[src/rtl/sram_access_arbiter.sv]
// rtl/sram_access_arbiter.sv - IF/MEM arbiter for one shared multi-cycle data SRAM (option: RR_FAIRNESS_EN)
`timescale 1ns/1ps

module sram_access_arbiter #(
    parameter int ADDR_W        = 16,
    parameter int ACCESS_CYCLES = 4
) (
    input  logic              clk,
    input  logic              rst,
    input  logic              if_req,
    input  logic [31:0]       if_addr,
    output logic [31:0]       if_rdata,
    output logic              if_ready,
    output logic              if_stall,
    input  logic              mem_r_en,
    input  logic              mem_w_en,
    input  logic [31:0]       mem_addr,
    input  logic [31:0]       mem_wdata,
    output logic [31:0]       mem_rdata,
    output logic              mem_ready,
    output logic              freeze,
    output logic              sram_ce,
    output logic              sram_we,
    output logic [ADDR_W-1:0] sram_addr,
    output logic [31:0]       sram_wdata,
    input  logic [31:0]       sram_rdata
);

    typedef enum logic [1:0] {
        ST_IDLE   = 2'd0,
        ST_ACCESS = 2'd1,
        ST_DONE   = 2'd2
    } state_t;

    // Counter reload: the access lasts ACCESS_CYCLES cycles, ending when cnt hits 0
    localparam logic [3:0] CNT_LOAD = 4'(ACCESS_CYCLES - 1);

    state_t      state;
    logic [3:0]  cnt;
    logic        owner_mem;     // owner of the current (or most recent) access
    logic        mem_req;
    logic        any_req;
    logic        grant_mem;
    logic [ADDR_W-1:0] if_word;
    logic [ADDR_W-1:0] mem_word;
    logic        unused_addr_bits;

    // Byte addresses are reduced to SRAM word addresses; the rest is dropped
    assign if_word  = if_addr[ADDR_W+1:2];
    assign mem_word = mem_addr[ADDR_W+1:2];
    assign unused_addr_bits = ^{if_addr[31:ADDR_W+2], if_addr[1:0],
                                mem_addr[31:ADDR_W+2], mem_addr[1:0]};

    assign mem_req = mem_r_en | mem_w_en;
    assign any_req = if_req | mem_req;

    // Grant decision for the IDLE cycle
    always_comb begin
        grant_mem = 1'b0;
`ifdef RR_FAIRNESS_EN
        // On contention hand the SRAM to whichever port did not own it last
        if (mem_req && if_req)
            grant_mem = ~owner_mem;
        else
            grant_mem = mem_req;
`else
        // Load/store always beats fetch; fetch may starve under continuous MEM traffic
        grant_mem = mem_req;
`endif
    end

    // Pipeline hold signals: forced low while the block is held in reset
    always_comb begin
        if_stall = rst & if_req & ~if_ready;
        freeze   = rst & mem_req & ~mem_ready;
    end

    // Access sequencer: IDLE -> ACCESS (ACCESS_CYCLES cycles) -> DONE -> IDLE
    always_ff @(posedge clk or negedge rst) begin
        if (!rst) begin
            state      <= ST_IDLE;
            cnt        <= 4'd0;
            owner_mem  <= 1'b0;
            sram_ce    <= 1'b0;
            sram_we    <= 1'b0;
            sram_addr  <= '0;
            sram_wdata <= 32'd0;
            if_ready   <= 1'b0;
            mem_ready  <= 1'b0;
            if_rdata   <= 32'd0;
            mem_rdata  <= 32'd0;
        end else begin
            case (state)
                ST_IDLE: begin
                    if_ready  <= 1'b0;
                    mem_ready <= 1'b0;
                    if_rdata  <= 32'd0;
                    mem_rdata <= 32'd0;
                    if (any_req) begin
                        state     <= ST_ACCESS;
                        owner_mem <= grant_mem;
                        cnt       <= CNT_LOAD;
                        sram_ce   <= 1'b1;
                        // A simultaneous read+write request is handled as a store
                        sram_we   <= grant_mem & mem_w_en;
                        if (grant_mem) begin
                            sram_addr  <= mem_word;
                            sram_wdata <= mem_w_en ? mem_wdata : 32'd0;
                        end else begin
                            sram_addr  <= if_word;
                            sram_wdata <= 32'd0;
                        end
                    end
                end
                ST_ACCESS: begin
                    if (cnt == 4'd0) begin
                        state     <= ST_DONE;
                        sram_ce   <= 1'b0;
                        sram_we   <= 1'b0;
                        if_ready  <= ~owner_mem;
                        mem_ready <= owner_mem;
                        // Read data is only valid in the final access cycle
                        if_rdata  <= owner_mem ? 32'd0 : sram_rdata;
                        mem_rdata <= (owner_mem && !sram_we) ? sram_rdata : 32'd0;
                    end else begin
                        cnt <= cnt - 4'd1;
                    end
                end
                ST_DONE: begin
                    state     <= ST_IDLE;
                    if_ready  <= 1'b0;
                    mem_ready <= 1'b0;
                    if_rdata  <= 32'd0;
                    mem_rdata <= 32'd0;
                end
                default: begin
                    state   <= ST_IDLE;
                    sram_ce <= 1'b0;
                    sram_we <= 1'b0;
                end
            endcase
        end
    end

endmodule
[config.mk]
export PLATFORM = sky130hd
export DESIGN_NAME = sram_access_arbiter
export DESIGN_NICKNAME = d
export VERILOG_FILES = /design/src/rtl/sram_access_arbiter.sv
export SDC_FILE = /design/constraint.sdc
export NUM_CORES = 1
export LEC_CHECK = 0
export ABC_AREA = 1
export BUFFER_PORTS_ARGS = -buffer_cell sky130_fd_sc_hd__buf_2
export CAP_MARGIN = 30
export CORE_ASPECT_RATIO = 2
export CORE_MARGIN = 4
export CORE_UTILIZATION = 45
export CTS_BUF_LIST = sky130_fd_sc_hd__clkbuf_4 sky130_fd_sc_hd__clkbuf_8 sky130_fd_sc_hd__clkbuf_16
export DETAILED_ROUTE_END_ITERATION = 12
export MAX_ROUTING_LAYER = met4
export PLACE_DENSITY = 0.77
export RECOVER_POWER = 100
export SYNTH_ARGS = -nofsm -noshare
export SYNTH_HDL_FRONTEND = slang
export SYNTH_SLANG_ARGS = --single-unit
[constraint.sdc]
create_clock -name clk -period 1.83 [get_ports clk]
set_clock_uncertainty 0.05 [all_clocks]
set_input_delay 0.366 -clock clk [delete_from_list [all_inputs] [get_ports clk]]
set_output_delay 0.366 -clock clk [all_outputs]
set_load 0.01 [all_outputs]
==> results.json, run 1 <==
{
  "status": "complete, but fails checks",
  "violations": "capacitance limit, slew limit",
  "finalMaxSlewViolations": 124,
  "crit_start": "cnt[0]",
  "post_cts_buffers": 0,
  "tightest_slew_ns": 1.532,
  "setup_viol": 0,
  "holdCritPathClass": "input pin to register",
  "htree_num_levels": 4,
  "cts_resized": 0,
  "critPathMaxStageDelay_ns": 0.36,
  "cap_violations": 1,
  "row_count": 54,
  "crit_path_max_fanout": 65,
  "vias": 4860,
  "finalWeightedCongestion": 0.8343,
  "critical_path_class": "register to register",
  "wire_per_inst_um": 14.79,
  "synth_cells": 602,
  "cp_num_buf_inv": 2,
  "regArea_mm2": 0.003078,
  "clkTransAtPathRegs_ns": 0.06,
  "fillerInstances": 1021,
  "worstSkewPairLatency_ns": 0.40,
  "antenna_left": 0,
  "power_leakage_nw": 3.743,
  "die_w_um": 83.52,
  "hold_slack_ns": 0.1438,
  "post-route-min-period_ns": 1.667,
  "crit_chain": "inv_1 -> ha_1 -> nand3_2 -> nor2_4 -> nor2_4 -> buf_6 -> nand2_1 -> nand2_1",
  "critPathLaunchType": "register",
  "avgSynthCellArea_um2": 8.526,
  "dr.pass1.iters": 4,
  "synth_cell_types": 17,
  "tns_ns": 0,
  "track_usage_pct": 22.18,
  "viasPerCell": 5.036,
  "slowest_stage": "dfrtp_1",
  "synth_nets": 736,
  "antenna_cells": 0,
  "rsz0062_at_grt": "no",
  "portBuffers": 218,
  "synth_top_area_share_pct": 59.97,
  "core-area_mm2": 0.01101,
  "synth_top_area_cell": "dfrtp_1",
  "syn_to_final_growth_pct": 32.42,
  "fin_crit_sh_pct": 91.07,
  "relSlewSlack_pct": -2.122,
  "initial_utilization_pct": 46.60,
  "cts_sinks": 123,
  "hpwl_mm": 10.14,
  "netlist_top_cells_area": "dfrtp_1 (60%), nand2_1 (21%), nand3_1 (9.6%)",
  "ys_seq_elements": 123,
  "cts_made_buffers": 17,
  "cts_tree": "built",
  "antenna_found_initial": 0,
  "drcViolationCount": 0,
  "crit_family": "simple AND/OR/NAND/NOR gates",
  "endpoint_kind": "register",
  "die_y_um": 159.0,
  "worstPathRequired_ns": 2.07,
  "ys_warn_count": 0,
  "dr.first_iter.drc_count": 176,
  "holdBufCountCts": 0,
  "final_util_pct": 61.71,
  "grt_pass1_wl_mm": 23.36,
  "multi_input_area_mm2": 0.001810,
  "drive_gt1_share_pct": 18.30,
  "fmax_ghz": 0.6000,
  "ys_seq_area_share_pct": 59.97,
  "timing.final.hold_violations": 0,
  "r2r-start": "cnt[0]",
  "min_from": "mem_wdata[4]",
  "syn_area_mm2": 0.005132,
  "clk_path_buf_depth": 2,
  "grt_max_degree": 124,
  "final_nets": 946,
  "io_pins": 251,
  "p_per_area_mw_per_mm2": 1700,
  "clock_tree.root_cell": "clkbuf_16",
  "ir_drop_mv": 0.9795,
  "grt_pass1_vias": 4860,
  "die-area_mm2": 0.01328,
  "grt_overflow": 0,
  "finalWirelength_mm": 14.27,
  "cp.arrival_ns": 1.90
}
## registers in the layout, summed over array words and instances (netlist names)
signal      cells
cnt             4
if_rdata       32
if_ready        1
mem_rdata      32
mem_ready       1
owner_mem       1
sram_addr      16
sram_ce         1
sram_wdata     32
sram_we         1
state           2
## final timing paths
check / to / slack [ns] / cells after the start
max: if_rdata[0] / 0.16 / 8
min: sram_wdata[4] / 0.14 / 3
max reg2reg: if_rdata[0] / 0.16 / 8
min reg2reg: sram_wdata[15] / 0.42 / 2
max in group asynchronous: sram_addr[3] / 0.34 / 2
min in group asynchronous: sram_addr[13] / 0.38 / 2
## cell type report
cell class / instances / area share [%]
timing repair buffer: 229 / 15.39
multi-input combinational: 428 / 26.64
clock buffer: 19 / 6.572
sequential: 123 / 45.29
tap: 140 / 2.577
inverter: 13 / 0.7180
clock inverter: 13 / 2.817
## through the flow
stage          area (um^2)  cells  power [mW]  worst slack [ns]
6_report              6797    965       11.55            0.1634
5_1_grt               6797    965       12.37           0.02097
4_1_cts               6987    965       12.00            0.1769
3_5_place_dp          6349    933       8.389            0.1613
3_3_place_gp          6349    933       8.202            0.2258
2_1_floorplan         5132    602       6.670            0.3588
## logic make-up (layout without fill, tap and decap cells)
kind of cell             Yosys count  after routing  share of synthesized area (%)
AO/OA/AOI/OAI                     21             21                          2.048
adder cells (fa/ha/maj)            1              1                         0.2437
XOR/XNOR                           1              1                         0.1707
buffers and inverters             51            274                          4.754
AND/OR/NAND/NOR                  405            405                          32.81
flip-flops                       123            123                          59.97
## where the power goes
| part | leakage, nW | internal (mW) | switching (mW) | total, mW |
|---|---|---|---|---|
| Clock | 0.309 | 2.34 | 1.21 | 3.56 |
| Sequential | 1.63 | 3.65 | 0.549 | 4.20 |
| Combinational | 1.80 | 1.13 | 2.66 | 3.80 |
## worst min-delay path: stages
cell	delay, ns
buf_2	0.07
nand3_1	0.06
nand2_1	0.06
## layer usage
| metal | vias up | GRT usage, % | share of wire [%] | routed length (um) |
|---|---|---|---|---|
| met5 | - | - | 0 | 0 |
| met1 | 2265 | 25.66 | 39 | 5611 |
| met4 | 0 | 9.151 | 2.3 | 330 |
| li1 | 2344 | - | - | - |
| met3 | 26 | 5.179 | 6.7 | 954 |
| met2 | 225 | 36.95 | 52 | 7373 |
## cells in the mapped netlist
| master | instances |
|---|---|
| o21ai_0 | 21 |
| clkbuf_1 | 14 |
| buf_2 | 15 |
| ha_1 | 1 |
| nand3_1 | 98 |
| nor3_1 | 2 |
| buf_4 | 9 |
| nand2_1 | 292 |
| inv_1 | 10 |
| inv_2 | 3 |
| dfrtp_1 | 123 |
| nor2_4 | 2 |
| nand2_2 | 2 |
| xnor2_1 | 1 |
| nor2_1 | 3 |
| nand4_1 | 5 |
| nand3_2 | 1 |
## cell usage in the layout, fill, tap and decap left out
cell type,Yosys,final
buf_12,0,1
inv_2,3,2
inv_8,0,1
o21ai_0,21,21
nand3_2,1,1
nand4_1,5,5
clkinv_4,0,3
nand2_2,2,1
buf_2,15,99
clkbuf_4,0,3
nor2_1,3,2
nand2_1,292,293
nor3_1,2,2
inv_6,0,1
clkbuf_16,0,17
buf_4,9,8
clkbuf_8,0,1
nand3_1,98,98
clkinvlp_4,0,2
ha_1,1,1
nor2_2,0,1
xnor2_1,1,1
buf_6,0,1
dfrtp_1,123,123
clkinv_2,0,2
bufinv_16,0,4
inv_1,10,11
clkbuf_2,0,1
clkbuf_1,14,117
nor2_4,2,2
(Power assumes the default switching activity.)
==> run 2: changes to the inputs <==
Clock period 1.83 ns to 1.6 ns, I/O delays scaled along.
==> results.json, run 2 (same netlist as run 1, synthesis figures left out) <==
{
  "status": "complete, but fails checks",
  "violations": "setup timing",
  "drive_gt1_share_pct": 39.21,
  "multi_input_area_mm2": 0.001973,
  "power.switching_mw": 5.681,
  "worstPathRequired_ns": 1.88,
  "fillerInstances": 864,
  "antenna_found_initial": 1,
  "viasPerCell": 5.200,
  "crit_path_max_fanout": 16,
  "core-area_mm2": 0.01101,
  "dr.first_iter.drc_count": 245,
  "finalWirelength_mm": 15.92,
  "clk_path_buf_depth": 2,
  "grt_pass1_wl_mm": 23.82,
  "drcViolationCount": 0,
  "r2r_end": "mem_rdata[23]",
  "die_w_um": 83.52,
  "tightest_slew_ns": 1.099,
  "grt_max_degree": 124,
  "grt_pass1_vias": 4930,
  "grt_overflow": 0,
  "critPathLaunchType": "register",
  "final_common_cell": "nand2_1",
  "critical_path_class": "register to register",
  "holdBufCountCts": 0,
  "regArea_mm2": 0.003078,
  "worstSkewPairLatency_ns": 0.40,
  "timing.final.hold_violations": 0,
  "tns_ns": -0.01294,
  "sequentialPowerShare_pct": 32.9,
  "p_per_area_mw_per_mm2": 2001,
  "hold_slack_ns": 0.09138,
  "finalMaxSlewViolations": 0,
  "cts_made_buffers": 17,
  "die_y_um": 159.0,
  "rsz0062_at_grt": "yes",
  "clock_tree.root_cell": "clkbuf_16",
  "cap_violations": 0,
  "pre_cts_slack_ns": -0.003753,
  "slowest_stage": "nor2_4",
  "layout_common_cells": "nand2_1 (251), buf_2 (217), dfrtp_1 (123)",
  "path_depth": 8,
  "antenna_left": 0,
  "vias": 5096,
  "initial_utilization_pct": 46.60,
  "cp.arrival_ns": 1.90,
  "rrSetupSlack_ns": -0.01,
  "cp_num_buf_inv": 2,
  "holdCritPathClass": "input pin to register",
  "row_count": 54,
  "dr.pass1.iters": 6,
  "ir_drop_mv": 1.066,
  "p_int_mw": 8.985,
  "critPathMaxStageDelay_ns": 0.35,
  "r2r-start": "cnt[0]",
  "p_comb_share_pct": 39.8,
  "fin_crit_sh_pct": 100.8,
  "final_nets": 960,
  "final_area_mm2": 0.007331,
  "syn_to_final_growth_pct": 42.83,
  "cts_sinks": 123,
  "crit_start": "cnt[0]",
  "placed_cell_area_mm2": 0.006404,
  "post-route-min-period_ns": 1.613,
  "die-area_mm2": 0.01328,
  "reg_top3": "if_rdata (32), mem_rdata (32), sram_wdata (32)",
  "hpwl_mm": 10.10,
  "io_pins": 251,
  "wire_per_inst_um": 16.25,
  "final_util_pct": 66.56,
  "cts_tree": "built",
  "power_leakage_nw": 4.354,
  "portBuffers": 218,
  "track_usage_pct": 22.50,
  "worst_slack_ns": -0.01294,
  "endpoint_kind": "register",
  "setup_viol": 1,
  "ff2ff_path_depth": 8,
  "fmax_ghz": 0.6200,
  "crit_chain": "inv_2 -> ha_4 -> nand3_4 -> nor2_4 -> nor2_4 -> buf_6 -> nand2_1 -> nand2_1",
  "pwr-share-clk_pct": 27.3,
  "crit_end": "mem_rdata[23]",
  "crit_family": "simple AND/OR/NAND/NOR gates",
  "p_sw_share_pct": 38.74,
  "htree_num_levels": 4,
  "clkTransAtPathRegs_ns": 0.06,
  "relSlewSlack_pct": 26.74,
  "finalWeightedCongestion": 0.8247
}
run 2: cell types whose count changed in the layout (fill, tap and decap cells not counted), moves of 3 or more:
cell / previous run / this run
inv_2: 2 / 5
nand2_1: 293 / 251
clkbuf_16: 17 / 21
buf_2: 99 / 217
clkbuf_4: 3 / 0
buf_6: 1 / 4
buf_12: 1 / 5
inv_1: 11 / 8
clkbuf_1: 117 / 1
nand2_2: 1 / 38
nand2_4: 0 / 5
buf_4: 8 / 12
run 2: worst min path at each step:
| stage | startpoint | end | slack, ns | cells past startpoint |
|---|---|---|---|---|
| finish | mem_wdata[11] | sram_wdata[11] | 0.09 | 3 |
| global route | mem_wdata[23] | sram_wdata[23] | 0.09 | 3 |
| CTS | rst | sram_addr[9] | 0.005 | 2 |
| detailed placement | mem_rdata[21] | mem_rdata[21] | 0.40 | 2 |
| global placement | if_rdata[23] | if_rdata[23] | 0.40 | 2 |
| floorplan | rst | cnt[0] | -0.03 | 0 |
run 2: area by class of cell:
class,count,area share (%)
clock buffers,20,6.366
well taps,140,2.389
inverters,13,0.6656
multi-input cells,428,26.92
clock inverters,12,2.202
diodes,1,0.03414
flip-flops and latches,123,41.99
repair buffers,243,19.44
run 2: worst min-delay path: cells and delay by family:
family	cells	cell delay (ns)
buf+inv	1	0.07
simple gates	2	0.12
run 2: power groups by stage:
stage | clock (mW) | combinational, mW | sequential [mW]
floorplan | 0 | 2.42 | 5.21
global placement | 0 | 4.77 | 4.75
detailed placement | 0 | 4.96 | 4.78
CTS | 4.06 | 4.98 | 4.77
global route | 4.22 | 6.36 | 4.96
finish | 4.00 | 5.84 | 4.83
run 2: stage by stage:
| step | instances | total power [mW] |
|---|---|---|
| 2_1_floorplan | 602 | 7.629 |
| 3_3_place_gp | 937 | 9.527 |
| 3_5_place_dp | 937 | 9.738 |
| 4_1_cts | 969 | 13.80 |
| 5_1_grt | 980 | 15.54 |
| 6_report | 980 | 14.67 |
run 2: repair_timing:
action | in CTS | in global routing
gates cloned | 0 | 7
resized for setup | 1 | 52
setup buffers | 0 | 3
endpoints found under the setup margin | 2 | 65
pin swaps | 0 | 4
run 2: per-layer routing:
metal / up-vias / part of all wire (%) / GRT usage (%)
li1: 2360 / - / -
met1: 2435 / 36 / 25.50
met2: 267 / 53 / 38.30
met3: 34 / 7.4 / 5.230
met4: 0 / 2.7 / 8.785
met5: - / 0 / -
